<file path="config.mk">
export PLATFORM = sky130hd
export DESIGN_NAME = os_inst_sequencer
export DESIGN_NICKNAME = d
export VERILOG_FILES = /design/src/rtl/os_inst_sequencer.sv
export SDC_FILE = /design/constraint.sdc
export NUM_CORES = 1
export LEC_CHECK = 0
export CAP_MARGIN = 10
export CORE_MARGIN = 2
export CORE_UTILIZATION = 45
export DETAILED_ROUTE_END_ITERATION = 10
export GPL_ROUTABILITY_DRIVEN = 1
export GPL_TIMING_DRIVEN = 0
export MAX_ROUTING_LAYER = met4
export PLACE_DENSITY = 0.7
export REMOVE_ABC_BUFFERS = 1
export SLEW_MARGIN = 25
export SYNTH_ARGS = -nofsm -noshare
export SYNTH_HDL_FRONTEND = slang
export SYNTH_SLANG_ARGS = --single-unit
</file>
<file path="constraint.sdc">
create_clock -name clk -period 4.9 [get_ports clk]
set_input_delay 0.98 -clock clk [delete_from_list [all_inputs] [get_ports clk]]
set_output_delay 0.98 -clock clk [all_outputs]
set_load 0.01 [all_outputs]
</file>
<file path="src/rtl/os_inst_sequencer.sv">
// os_inst_sequencer: hardware instruction sequencer for the output-stationary core.
// On start it fetches weights (to the IFIFO) and activations (to L0) for each
// input-channel pass. It then executes the pass and idles for a gap. After the
// last pass it drains the MAC array and copies the OFIFO results into pmem.
// inst is a registered 36-bit core instruction word.
// Optional feature: define SEQ_PERF_CNT_EN to build the perf_cycles run counter.
// When it is undefined, perf_cycles is tied to zero.
module os_inst_sequencer #(
  parameter int unsigned ADDR_W    = 11,
  parameter int unsigned LEN_X     = 9,
  parameter int unsigned LEN_W     = 9,
  parameter int unsigned NUM_IC    = 3,
  parameter int unsigned LEN_O     = 8,
  parameter int unsigned EXEC_CYC  = 9,
  parameter int unsigned GAP_CYC   = 16,
  parameter int unsigned DRAIN_CYC = 32,
  parameter int unsigned SRAM_LAT  = 1,
  parameter int unsigned X_BASE    = 0,
  parameter int unsigned W_BASE    = 1024,
  parameter int unsigned P_BASE    = 0
) (
  input  logic        clk,
  input  logic        reset,
  input  logic        start,
  input  logic        ofifo_valid,
  output logic [35:0] inst,
  output logic        busy,
  output logic        done,
  output logic [31:0] perf_cycles
);

  // mode=1, all CEN/WEN high, everything else low
  localparam logic [35:0] IDLE_WORD = 36'h5800C0000;

  localparam int unsigned W_FETCH_CYC = LEN_W + SRAM_LAT;
  localparam int unsigned X_FETCH_CYC = LEN_X + SRAM_LAT;
  // L0/IFIFO are read only while the array still needs fresh operands
  localparam int unsigned RD_CYC      = EXEC_CYC - LEN_O + 1;

  function automatic int unsigned max2(input int unsigned a, input int unsigned b);
    return (a > b) ? a : b;
  endfunction

  localparam int unsigned CNT_MAX = max2(max2(max2(W_FETCH_CYC, X_FETCH_CYC),
                                              max2(EXEC_CYC, GAP_CYC)),
                                         max2(DRAIN_CYC, LEN_O));
  localparam int unsigned CNT_W   = $clog2(CNT_MAX) + 1;
  localparam int unsigned IC_W    = $clog2(NUM_IC) + 1;

  typedef enum logic [2:0] {
    S_IDLE,
    S_W_FETCH,
    S_X_FETCH,
    S_EXEC,
    S_GAP,
    S_DRAIN,
    S_OFIFO_RD,
    S_DONE
  } state_t;

  // The bit map assumes an 11-bit address. ctl = {ofifo_rd, ififo_wr, ififo_rd, l0_rd, l0_wr, execute}.
  function automatic logic [35:0] make_inst(
    input logic              oe,
    input logic              cen_p,
    input logic              wen_p,
    input logic [ADDR_W-1:0] a_p,
    input logic              cen_x,
    input logic [ADDR_W-1:0] a_x,
    input logic [5:0]        ctl
  );
    return {oe, 1'b1, 1'b0, cen_p, wen_p, a_p, cen_x, 1'b1, a_x, ctl, 1'b0};
  endfunction

  state_t              state_r;
  logic [CNT_W-1:0]    cnt_r;
  logic [IC_W-1:0]     ic_r;
  logic [ADDR_W-1:0]   w_off_r;
  logic [ADDR_W-1:0]   x_off_r;
  logic [35:0]         inst_r;
  logic                busy_r;
  logic                done_r;

  logic                oe_s;
  logic                cen_p_s;
  logic                wen_p_s;
  logic [ADDR_W-1:0]   a_p_s;
  logic                cen_x_s;
  logic [ADDR_W-1:0]   a_x_s;
  logic [5:0]          ctl_s;
  logic [35:0]         word_s;

  // Decode the instruction word for the current state and phase count
  always_comb begin
    oe_s    = 1'b0;
    cen_p_s = 1'b1;
    wen_p_s = 1'b1;
    a_p_s   = '0;
    cen_x_s = 1'b1;
    a_x_s   = '0;
    ctl_s   = 6'b00_0000;
    case (state_r)
      S_W_FETCH: begin
        if (cnt_r < CNT_W'(LEN_W)) begin
          cen_x_s = 1'b0;
          a_x_s   = ADDR_W'(W_BASE) + w_off_r + ADDR_W'(cnt_r);
        end else begin
          cen_x_s = 1'b1;
          a_x_s   = '0;
        end
        // write strobe trails the address by the SRAM read latency
        ctl_s[4] = (cnt_r >= CNT_W'(SRAM_LAT));
      end
      S_X_FETCH: begin
        if (cnt_r < CNT_W'(LEN_X)) begin
          cen_x_s = 1'b0;
          a_x_s   = ADDR_W'(X_BASE) + x_off_r + ADDR_W'(cnt_r);
        end else begin
          cen_x_s = 1'b1;
          a_x_s   = '0;
        end
        ctl_s[1] = (cnt_r >= CNT_W'(SRAM_LAT));
      end
      S_EXEC: begin
        ctl_s[0] = 1'b1;
        ctl_s[3] = (cnt_r < CNT_W'(RD_CYC));
        ctl_s[2] = (cnt_r < CNT_W'(RD_CYC));
      end
      S_DRAIN: begin
        oe_s = 1'b1;
      end
      S_OFIFO_RD: begin
        if (ofifo_valid) begin
          ctl_s[5] = 1'b1;
          cen_p_s  = 1'b0;
          wen_p_s  = 1'b0;
          a_p_s    = ADDR_W'(P_BASE) + ADDR_W'(cnt_r);
        end else begin
          ctl_s[5] = 1'b0;
          cen_p_s  = 1'b1;
          wen_p_s  = 1'b1;
          a_p_s    = '0;
        end
      end
      S_IDLE, S_GAP, S_DONE: begin
        oe_s = 1'b0;
      end
      default: begin
        oe_s = 1'b0;
      end
    endcase
    word_s = make_inst(oe_s, cen_p_s, wen_p_s, a_p_s, cen_x_s, a_x_s, ctl_s);
  end

  // Sequencer FSM: phase counting, pass bookkeeping and registered outputs
  always_ff @(posedge clk or negedge reset) begin
    if (!reset) begin
      state_r <= S_IDLE;
      cnt_r   <= '0;
      ic_r    <= '0;
      w_off_r <= '0;
      x_off_r <= '0;
      inst_r  <= IDLE_WORD;
      busy_r  <= 1'b0;
      done_r  <= 1'b0;
    end else begin
      inst_r <= word_s;
      done_r <= 1'b0;
      case (state_r)
        S_IDLE: begin
          if (start) begin
            state_r <= S_W_FETCH;
            busy_r  <= 1'b1;
            cnt_r   <= '0;
            ic_r    <= '0;
            w_off_r <= '0;
            x_off_r <= '0;
          end
        end
        S_W_FETCH: begin
          if (cnt_r == CNT_W'(W_FETCH_CYC - 1)) begin
            cnt_r   <= '0;
            state_r <= S_X_FETCH;
          end else begin
            cnt_r <= cnt_r + CNT_W'(1);
          end
        end
        S_X_FETCH: begin
          if (cnt_r == CNT_W'(X_FETCH_CYC - 1)) begin
            cnt_r   <= '0;
            state_r <= S_EXEC;
          end else begin
            cnt_r <= cnt_r + CNT_W'(1);
          end
        end
        S_EXEC: begin
          if (cnt_r == CNT_W'(EXEC_CYC - 1)) begin
            cnt_r   <= '0;
            state_r <= S_GAP;
          end else begin
            cnt_r <= cnt_r + CNT_W'(1);
          end
        end
        S_GAP: begin
          if (cnt_r == CNT_W'(GAP_CYC - 1)) begin
            cnt_r <= '0;
            if (ic_r == IC_W'(NUM_IC - 1)) begin
              state_r <= S_DRAIN;
            end else begin
              ic_r    <= ic_r + IC_W'(1);
              w_off_r <= w_off_r + ADDR_W'(LEN_W);
              x_off_r <= x_off_r + ADDR_W'(LEN_X);
              state_r <= S_W_FETCH;
            end
          end else begin
            cnt_r <= cnt_r + CNT_W'(1);
          end
        end
        S_DRAIN: begin
          if (cnt_r == CNT_W'(DRAIN_CYC - 1)) begin
            cnt_r   <= '0;
            state_r <= S_OFIFO_RD;
          end else begin
            cnt_r <= cnt_r + CNT_W'(1);
          end
        end
        S_OFIFO_RD: begin
          // stall indefinitely while the OFIFO is empty
          if (ofifo_valid) begin
            if (cnt_r == CNT_W'(LEN_O - 1)) begin
              cnt_r   <= '0;
              state_r <= S_DONE;
              busy_r  <= 1'b0;
              done_r  <= 1'b1;
            end else begin
              cnt_r <= cnt_r + CNT_W'(1);
            end
          end
        end
        S_DONE: begin
          state_r <= S_IDLE;
        end
        default: begin
          state_r <= S_IDLE;
          busy_r  <= 1'b0;
          cnt_r   <= '0;
        end
      endcase
    end
  end

  assign inst = inst_r;
  assign busy = busy_r;
  assign done = done_r;

`ifdef SEQ_PERF_CNT_EN
  logic [31:0] perf_r;

  // Run-length counter: cleared on an accepted start, counts every non-idle cycle, saturates
  always_ff @(posedge clk or negedge reset) begin
    if (!reset) begin
      perf_r <= 32'd0;
    end else if (state_r == S_IDLE) begin
      if (start) begin
        perf_r <= 32'd0;
      end
    end else if (perf_r != 32'hFFFF_FFFF) begin
      perf_r <= perf_r + 32'd1;
    end
  end

  assign perf_cycles = perf_r;
`else
  assign perf_cycles = 32'd0;
`endif

endmodule
</file>
* Word level (Yosys, flattened, before mapping)
Index checks and enable logic that the tools add are counted.
Widths: inputs -> output; s select.
** Storage, ports and cells
- Register bits after elaboration :: 68
- Input bits :: 4
- Output and inout port bits :: 70
** Cells by class
- Add/subtract/negate cells :: 7
- Order comparisons :: 3
- Equal/unequal tests :: 22
- Multiplexer cells :: 52
- Reduce and logical (&&, ||, !) cells :: 9
** Operators with widths (number)
- $mux 11 :: 7
- $pmux 11 s2 :: 3
- $mux 6 :: 9
- $mux 3 :: 12
- $pmux 6 s6 :: 1
- $pmux 3 s8 :: 1
- $add 11x4->11 const B :: 2
- $add 11x6->11 :: 2
- $eq 6x4->1 const B :: 3
- $ne 2x2->1 const B :: 9
- $mux 1 :: 16
- $eq 3x3->1 const B :: 4
- $add 11x11->11 const A :: 1
- $eq 3x2->1 const B :: 3
- $reduce_and 4->1 :: 2
- $reduce_and 8->1 :: 1
- $add 6x1->6 const B :: 1
- $eq 6x3->1 const B :: 1
- $eq 6x5->1 const B :: 1
- $ge 6x1->1 const B :: 1
- $lt 6x2->1 const B :: 1
- $lt 6x4->1 const B :: 1
- $pmux 3 s2 :: 1
- $reduce_bool 6->1 :: 1
- other kinds (8) :: 9

* Logic depth before layout (Yosys ltp)
Gate-level depths: netlist of the first run.
- Word-level depth :: 4
- Mapped depth :: 9
- Mapped depth without buffers :: 7

* Least setup slack after synthesis of the first run
No wires, ideal clock.
- Path type :: register to register
- From :: reg state_r[0]
- To :: reg state_r[1]
- Library setup time :: 125 ps
- Arrival time :: 2015 ps
- Data required time :: 4775 ps
- Slack :: 2761 ps
- Cell stages (with the launch flop) :: 9
- Path buffers :: 1
- Cells stage by stage :: dfrtp_1 inv_1 ha_1 clkbuf_1 nor3_1 o2111a_1 o22ai_1 nor2_1 mux2_2
** Between the ends
- Word-level cells in the longest chain between the ends :: 3
- Elaborated cells on any way between the ends :: 18
- Those cells by class :: eq/ne: 15; mux: 1; reduce/logical: 2
** RTL lines
- start: declaration :: line 74 : state_t state_r;
- start signal: assignment :: line 157 : state_r <= S_IDLE;
- start signal: assignment :: line 171 : state_r <= S_W_FETCH;
- start signal: assignment :: line 182 : state_r <= S_X_FETCH;
- $eq 3x3->1 (tied with other cells) :: line 168 : case (state_r)
- $ne 2x2->1 (no source line)
- $reduce_and 8->1 (no source line)
Parallel ways exist; a longest one is shown, timed or not.
A chain may end at the register's enable or synchronous reset.

* Worst setup path after layout of the first run
- From :: reg cnt_r[1]
- To :: reg w_off_r[4]
** Between the ends
- Word-level cells in the longest chain between the ends :: 3
** RTL lines
- start: declaration :: line 75 : logic [CNT_W-1:0] cnt_r;
- start signal: assignment :: line 184 : cnt_r <= cnt_r + CNT_W'(1);
- start signal: assignment :: line 192 : cnt_r <= cnt_r + CNT_W'(1);
- start signal: assignment :: line 200 : cnt_r <= cnt_r + CNT_W'(1);
- $eq 6x4->1 :: line 204 : if (cnt_r == CNT_W'(GAP_CYC - 1)) begin
- $ne 2x2->1 (no source line)
- $reduce_and 4->1 (no source line)
- end signal: assignment :: line 210 : w_off_r <= w_off_r + ADDR_W'(LEN_W);
- end: declaration :: line 77 : logic [ADDR_W-1:0] w_off_r;
Every way passes these cells.

==> qor.txt, run 1 <==
Hold_buf cts - 0
Initial antenna violation count - 0
Crit-path leading delay family - simple AND/OR/NAND/NOR gates
Vias in the first global route - 2863
Port Buffers - 32
Async S/R FF share, synth - 100.0%
First-pass GRT wire length - 13.43 mm
Clk_lat worst skew - 0.35 ns
Cell Pwr Density - 516.3 nW/um^2
GRT Util Overall - 18.21%
Die height - 96.83 microns
Switching share of total power - 39.94%
Final hold viol count - 0
Simple-gate area share of the yosys netlist - 16.78%
Final core occ - 52.25%
Crit path kind - reg2reg
Met3 WL - 542 microns
Post-synth top cells - dfrtp_1 (59), buf_4 (43), nor2_1 (43)
Largest net degree at the start of global routing - 35
Post-CTS Setup Bufs - 0
Drt initial violations - 186
Final worst-path cycle share - 59.76%
Critical Path AT - 3.21 ns
First-pass iteration count of the detailed router - 5
Cells after Synth - 423
Outcome - completed
Post-synthesis mux area share - 0.8067%
Max Root-Sink Buffers - 2
Root buf cell - clkbuf_8
CP Capture Type - register
HPWL after DPL - 5.669 mm
Fin nets - 476
Worst hold margin - 0.5230 ns
Min Clock Period, post-route - 2.928 ns
MaxCap Viol Count - 0
Initial Util - 46.72%
CTS tree - built
Slowest cell delay on critical path - 0.67 ns
Die Wd - 96.83 microns
Crit-path max FO - 13
Share of layout cells above drive strength 1 - 5.543%
Post-Synth XOR/XNOR Area - 7.454%
Top post-synthesis cells by area - dfrtp_1 (38%), buf_4 (8.3%), ha_1 (7.7%)
Share of the synthesized area in the top cell type - 38.08%
Post-synth top flop - dfrtp_1
Critical path buffer and inverter count - 1
Count leader, synth - dfrtp_1
Remaining DRCs - 0
CTS buffer count - 9
Worst Path Required - 5.18 ns
I/O pins - 74
Worst-Margin Slew - 0.7499 ns
Fmax - 341.5 MHz
Register area share after synthesis - 39.43%
TNS Setup - 0 ns
Yosys warning count - 0
Inserted Diodes - 0
P_leak - 2.038 nW
M1 WL - 3.483 mm
Die ar. - 9375 sq um
Clk network pwr share - 24.0%
Compound-Gate Fraction of Synth Area - 14.91%
Comb pwr share - 42.5%
Post-CTS sizing - 0
Crit-path cells - ha_1 -> nand3_1 -> o41ai_4 -> buf_4 -> nand2_2 -> or4_1 -> nand2_1
Critical Path Slowest Stage Cell - o41ai_4
Top sig layer - met4
Rel. slew slack - 50.01%
Area of the mapped netlist - 3877 sq um
Internal - 1.345 mW
Grt ovf - 0
Total power - 2.239 mW
Core ar. - 8299 sq um
Worst-case clock skew - 0.01055 ns
Detail-routed via count per cell - 5.406
Adder-cell share of the synthesized area - 8.777%
Final slew viol count - 0
Switch Pwr - 0.8944 mW
P&R area growth vs syn - 11.84%
Final RePlAce weighted congestion - 0.8022
Clock tree sinks - 61
FF+latch count, synth - 61
Vias - 3006
Worst min path class - reg2reg
Post-synth EDFFs - 0
Post-synth top area cell - dfrtp_1
Main combinational cell family by area after synthesis - simple AND/OR/NAND/NOR gates
Yosys cell types - 50
Peak supply drop - 0.1805 mV
Worst setup SP type - register
DR WL/cell - 14.43 microns
CTS H-Tree Depth - 3
Final Setup Violations - 0
Reg power frac - 33.6%
Routed Wire Length - 8.025 mm
DRT antenna net count - 0
RSZ-0062 raised after global routing - no
Site Rows - 33
Metal2 WL - 3.824 mm
Clock slew at reported path FFs - 0.07 ns
Mean Syn Cell Area - 9.167 sq um
routing by layer:
| layer | track usage (%) | vias to the layer above |
|---|---|---|
| met3 | 3.540 | 16 |
| met1 | 21.94 | 1434 |
| met4 | 8.884 | 0 |
| met2 | 29.33 | 128 |
| li1 | - | 1428 |
| met5 | - | - |
logic make-up (layout without fill, tap and decap cells):
family / after synthesis / after routing
buffers and inverters: 76 / 65
muxes: 3 / 3
AOI/OAI and AO/OA: 85 / 85
and+or+nand+nor: 137 / 137
xor gates and xnor gates: 33 / 33
DFF: 61 / 61
other: 2 / 41
adders and majority gates: 26 / 26
layout by cell type, fill, tap and decap left out, types with 3 or more instances in the layout:
| cell type | instances |
|---|---|
| ha_1 | 24 |
| nand3_1 | 21 |
| nand2_1 | 30 |
| inv_1 | 15 |
| nor3_1 | 6 |
| o21bai_1 | 5 |
| a211oi_1 | 5 |
| nor2_1 | 43 |
| and3_1 | 4 |
| a21o_1 | 4 |
| dfrtp_1 | 59 |
| o21ai_0 | 22 |
| a21oi_1 | 15 |
| xor2_1 | 25 |
| o2111ai_1 | 4 |
| conb_1 | 41 |
| and2_1 | 5 |
| clkbuf_8 | 9 |
| xnor2_1 | 8 |
| o21a_1 | 3 |
| nor2b_1 | 3 |
| clkdlybuf4s50_1 | 31 |
| o22ai_1 | 11 |
| nand4_1 | 9 |
| bufinv_16 | 3 |
| nand2b_1 | 4 |
| a211o_1 | 3 |
area by class of cell:
cell class | count | area (sq um)
Fill cell | 732 | 3963
Clock buffer | 11 | 131.4
Clock inverter | 5 | 100.1
Sequential cell | 61 | 1529
Multi-Input combinational cell | 325 | 2043
Inverter | 15 | 56.30
Tap cell | 105 | 131.4
Timing Repair Buffer | 34 | 345.3
stage by stage:
step / instance area, sq um / worst slack (ns) / std cells
after CTS: 4329 / 1.781 / 555
final: 4337 / 1.972 / 556
after global routing: 4337 / 1.737 / 556
after global placement: 4080 / 0.9385 / 538
after detailed placement: 4098 / 1.828 / 539
after floorplan: 3628 / 2.393 / 401
sequential cells by signal, indices dropped and copies added, names as in the netlist:
signal   flops
w_off_r     11
done         1
ic_r         3
state_r      3
inst        25
x_off_r     11
cnt_r        6
busy         1
final timing paths:
check	from	depth (start not counted)	endpoint	slack, ns
hold / removal	ic_r[1]$_DFFE_PN0P_	2	ic_r[1]$_DFFE_PN0P_	0.52
min in group asynchronous	reset	1	state_r[0]$_DFFE_PN0P_	0.55
max in group asynchronous	reset	2	inst[32]$_DFF_PN1_	3.79
setup / recovery	cnt_r[1]$_DFFE_PN0P_	7	w_off_r[4]$_DFFE_PN0P_	1.97
setup reg to reg	cnt_r[1]$_DFFE_PN0P_	7	w_off_r[4]$_DFFE_PN0P_	1.97
hold reg to reg	ic_r[1]$_DFFE_PN0P_	2	ic_r[1]$_DFFE_PN0P_	0.52
worst reg2reg max path, delay by kind of cell (launching register included):
family | cells | cell delay (ns)
DFF | 1 | 0.59
and+or+nand+nor | 4 | 1.01
buffers and inverters | 1 | 0.30
AOI/OAI and AO/OA | 1 | 0.67
adders and majority gates | 1 | 0.30
power by group through the flow:
| stage | clock network (mW) | registers [mW] | logic (mW) |
|---|---|---|---|
| after CTS | 0.547 | 0.750 | 0.943 |
| after floorplan | 0 | 0.745 | 0.633 |
| final | 0.537 | 0.751 | 0.951 |
| after global placement | 0 | 0.750 | 0.908 |
| after detailed placement | 0 | 0.760 | 0.934 |
| after global routing | 0.566 | 0.770 | 1.07 |
No activity file was read; power rests on OpenSTA's default activity.
==> run 2: changes to the inputs <==
Settings changed: PLACE_DENSITY 0.7 to 0.72.
Clock period 4.9 ns to 2.6 ns, I/O delays scaled along.
==> qor.txt, run 2 (same netlist as run 1, synthesis figures left out) <==
CTS H-Tree Depth - 3 (unchanged)
Vias in the first global route - 2763 (-3.5%)
Port Buffers - 32 (unchanged)
Final RePlAce weighted congestion - 0.8783 (+9.5%)
Comb pwr share - 44.5% (+2.0 points)
Drt initial violations - 175 (-5.9%)
Critical path buffer and inverter count - 0 (-1)
DRT antenna net count - 0 (unchanged)
DR WL/cell - 14.36 microns (-0.52%)
Fin nets - 476 (unchanged)
Peak supply drop - 0.3006 mV (+67%)
MaxCap Viol Count - 0 (unchanged)
Crit-path max FO - 9 (-4)
Initial Util - 46.72% (unchanged)
Crit path kind - reg2reg
CTS buffer count - 9 (unchanged)
Fmax - 411.1 MHz (+20%)
Detail-routed via count per cell - 5.446 (+0.73%)
Critical Path AT - 2.66 ns (-0.55 ns)
Max Root-Sink Buffers - 2 (unchanged)
Root buf cell - clkbuf_8
Clock tree sinks - 61 (unchanged)
First-pass GRT wire length - 13.22 mm (-1.6%)
Commonest cells after routing, fill and taps aside - dfrtp_1 (58), nor2_1 (43), conb_1 (41)
Routed Wire Length - 7.983 mm (-0.52%)
Core ar. - 8299 sq um (unchanged)
GRT Util Overall - 17.82% (-0.39 points)
Vias - 3028 (+0.73%)
Final instance area - 4317 sq um (-0.46%)
Outcome - completed
Worst Path Required - 2.83 ns (-2.35 ns)
CP Capture Type - register
Slowest cell delay on critical path - 0.50 ns (-0.17 ns)
Crit-path leading delay family - compound AO/OA/AOI/OAI gates
Critical Path Slowest Stage Cell - dfrtp_1
Clk network pwr share - 20.9% (-3.1 points)
P&R area growth vs syn - 11.33%
Inserted Diodes - 0 (unchanged)
Initial antenna violation count - 0 (unchanged)
Largest net degree at the start of global routing - 33 (-5.7%)
Die Wd - 96.83 microns (unchanged)
CTS tree - built
Final core occ - 52.01% (-0.24 points)
Grt ovf - 0 (unchanged)
Switch Pwr - 1.717 mW (+92%)
Die ar. - 9375 sq um (unchanged)
Min Clock Period, post-route - 2.433 ns (-0.4958 ns)
HPWL after DPL - 5.650 mm (-0.33%)
Clock slew at reported path FFs - 0.07 ns (about the same)
Die height - 96.83 microns (unchanged)
Final worst-path cycle share - 93.56% (+34 points)
I/O pins - 74 (unchanged)
Remaining DRCs - 0 (unchanged)
Commonest non-fill, non-tap cell in the layout - dfrtp_1
Worst-Margin Slew - 0.7099 ns (-0.03999 ns)
Site Rows - 33 (unchanged)
P_leak - 2.015 nW (-1.2%)
Total power - 4.098 mW (+83%)
Final Setup Violations - 0 (unchanged)
DP Area - 4098 sq um (unchanged)
Worst min path class - in2async
Inst Count DP - 539 (unchanged)
Cell Pwr Density - 949.4 nW/um^2 (+84%)
Switching share of total power - 41.91% (+2.0 points)
Worst setup SP type - register
Max FFs per register - 25 (unchanged)
Clk_lat worst skew - 0.35 ns (about the same)
Share of layout cells above drive strength 1 - 6.652% (+1.1 points)
Non-filler cells, final - 556 (unchanged)
Final slew viol count - 0 (unchanged)
First-pass iteration count of the detailed router - 4 (-1)
Crit-path cells - ha_1 -> fa_1 -> a211oi_1 -> o21ai_0 -> o2111ai_1 -> xor2_1 -> o22ai_1
Reg power frac - 34.5% (+0.9 points)
TNS Setup - 0 ns (unchanged)
Worst-case clock skew - 0.01240 ns (+0.001847 ns)
Final hold viol count - 0 (unchanged)
Internal - 2.381 mW (+77%)
Rel. slew slack - 52.67% (+2.7 points)
run 2: power groups by stage:
| stage | Clock, mW | Sequential (mW) | Combinational, mW |
|---|---|---|---|
| 2_1_floorplan | 0 | 1.40 | 1.19 |
| 3_3_place_gp | 0 | 1.42 | 1.71 |
| 3_5_place_dp | 0 | 1.43 | 1.77 |
| 4_1_cts | 0.871 | 1.41 | 1.79 |
| 5_1_grt | 0.915 | 1.45 | 2.01 |
| 6_report | 0.857 | 1.42 | 1.83 |
run 2: area by class of cell:
class | instances | area (sq um)
well taps | 105 | 131.4
multi-input cells | 325 | 2053
clock buffers | 10 | 137.6
fillers | 772 | 3983
repair buffers | 34 | 345.3
inverters | 15 | 56.30
flip-flops and latches | 61 | 1530
clock inverters | 6 | 62.56
run 2: worst paths after layout:
check / slack (ns) / startpoint / to / cells after the start
max: 0.17 / cnt_r[0]$_DFFE_PN0P_ / inst[15]$_DFF_PN0_ / 7
min: 0.10 / reset / state_r[1]$_DFFE_PN0P_ / 1
max reg2reg: 0.17 / cnt_r[0]$_DFFE_PN0P_ / inst[15]$_DFF_PN0_ / 7
min reg2reg: 0.51 / busy$_DFFE_PN0P_ / busy$_DFFE_PN0P_ / 2
max in group asynchronous: 1.94 / reset / inst[19]$_DFF_PN1_ / 2
min in group clk: 0.51 / busy$_DFFE_PN0P_ / busy$_DFFE_PN0P_ / 2
run 2: repair_timing:
item | in CTS | in global routing
resized for setup | 1 | 3
buffers inserted | 1 | 0
endpoints found under the setup margin | 23 | 2
hold buffers | 0 | 0
pin swaps | 1 | 0
run 2: per-stage QoR:
| step | hold slack (ns) | worst slack [ns] |
|---|---|---|
| global route | 0.1220 | -0.01730 |
| global placement | 0.4943 | -0.8849 |
| CTS | 0.1019 | 0.07711 |
| floorplan | 0.2244 | 0.09277 |
| finish | 0.1022 | 0.1674 |
| detailed placement | 0.4792 | -0.4657 |
run 2: worst reg2reg max path, delay by kind of cell, from the launching register on:
family / cells / cell delay [ns]
adder cells (fa/ha/maj): 2 / 0.74
AO/OA/AOI/OAI: 4 / 0.85
flip-flops: 1 / 0.50
XOR/XNOR: 1 / 0.24
run 2: per-layer routing:
| layer | global-route usage [%] | routed length, microns | vias up |
|---|---|---|---|
| met4 | 7.909 | 218 | 0 |
| met2 | 26.87 | 3717 | 122 |
| met1 | 22.94 | 3538 | 1451 |
| li1 | - | - | 1432 |
| met3 | 4.191 | 508 | 23 |
| met5 | - | 0 | - |
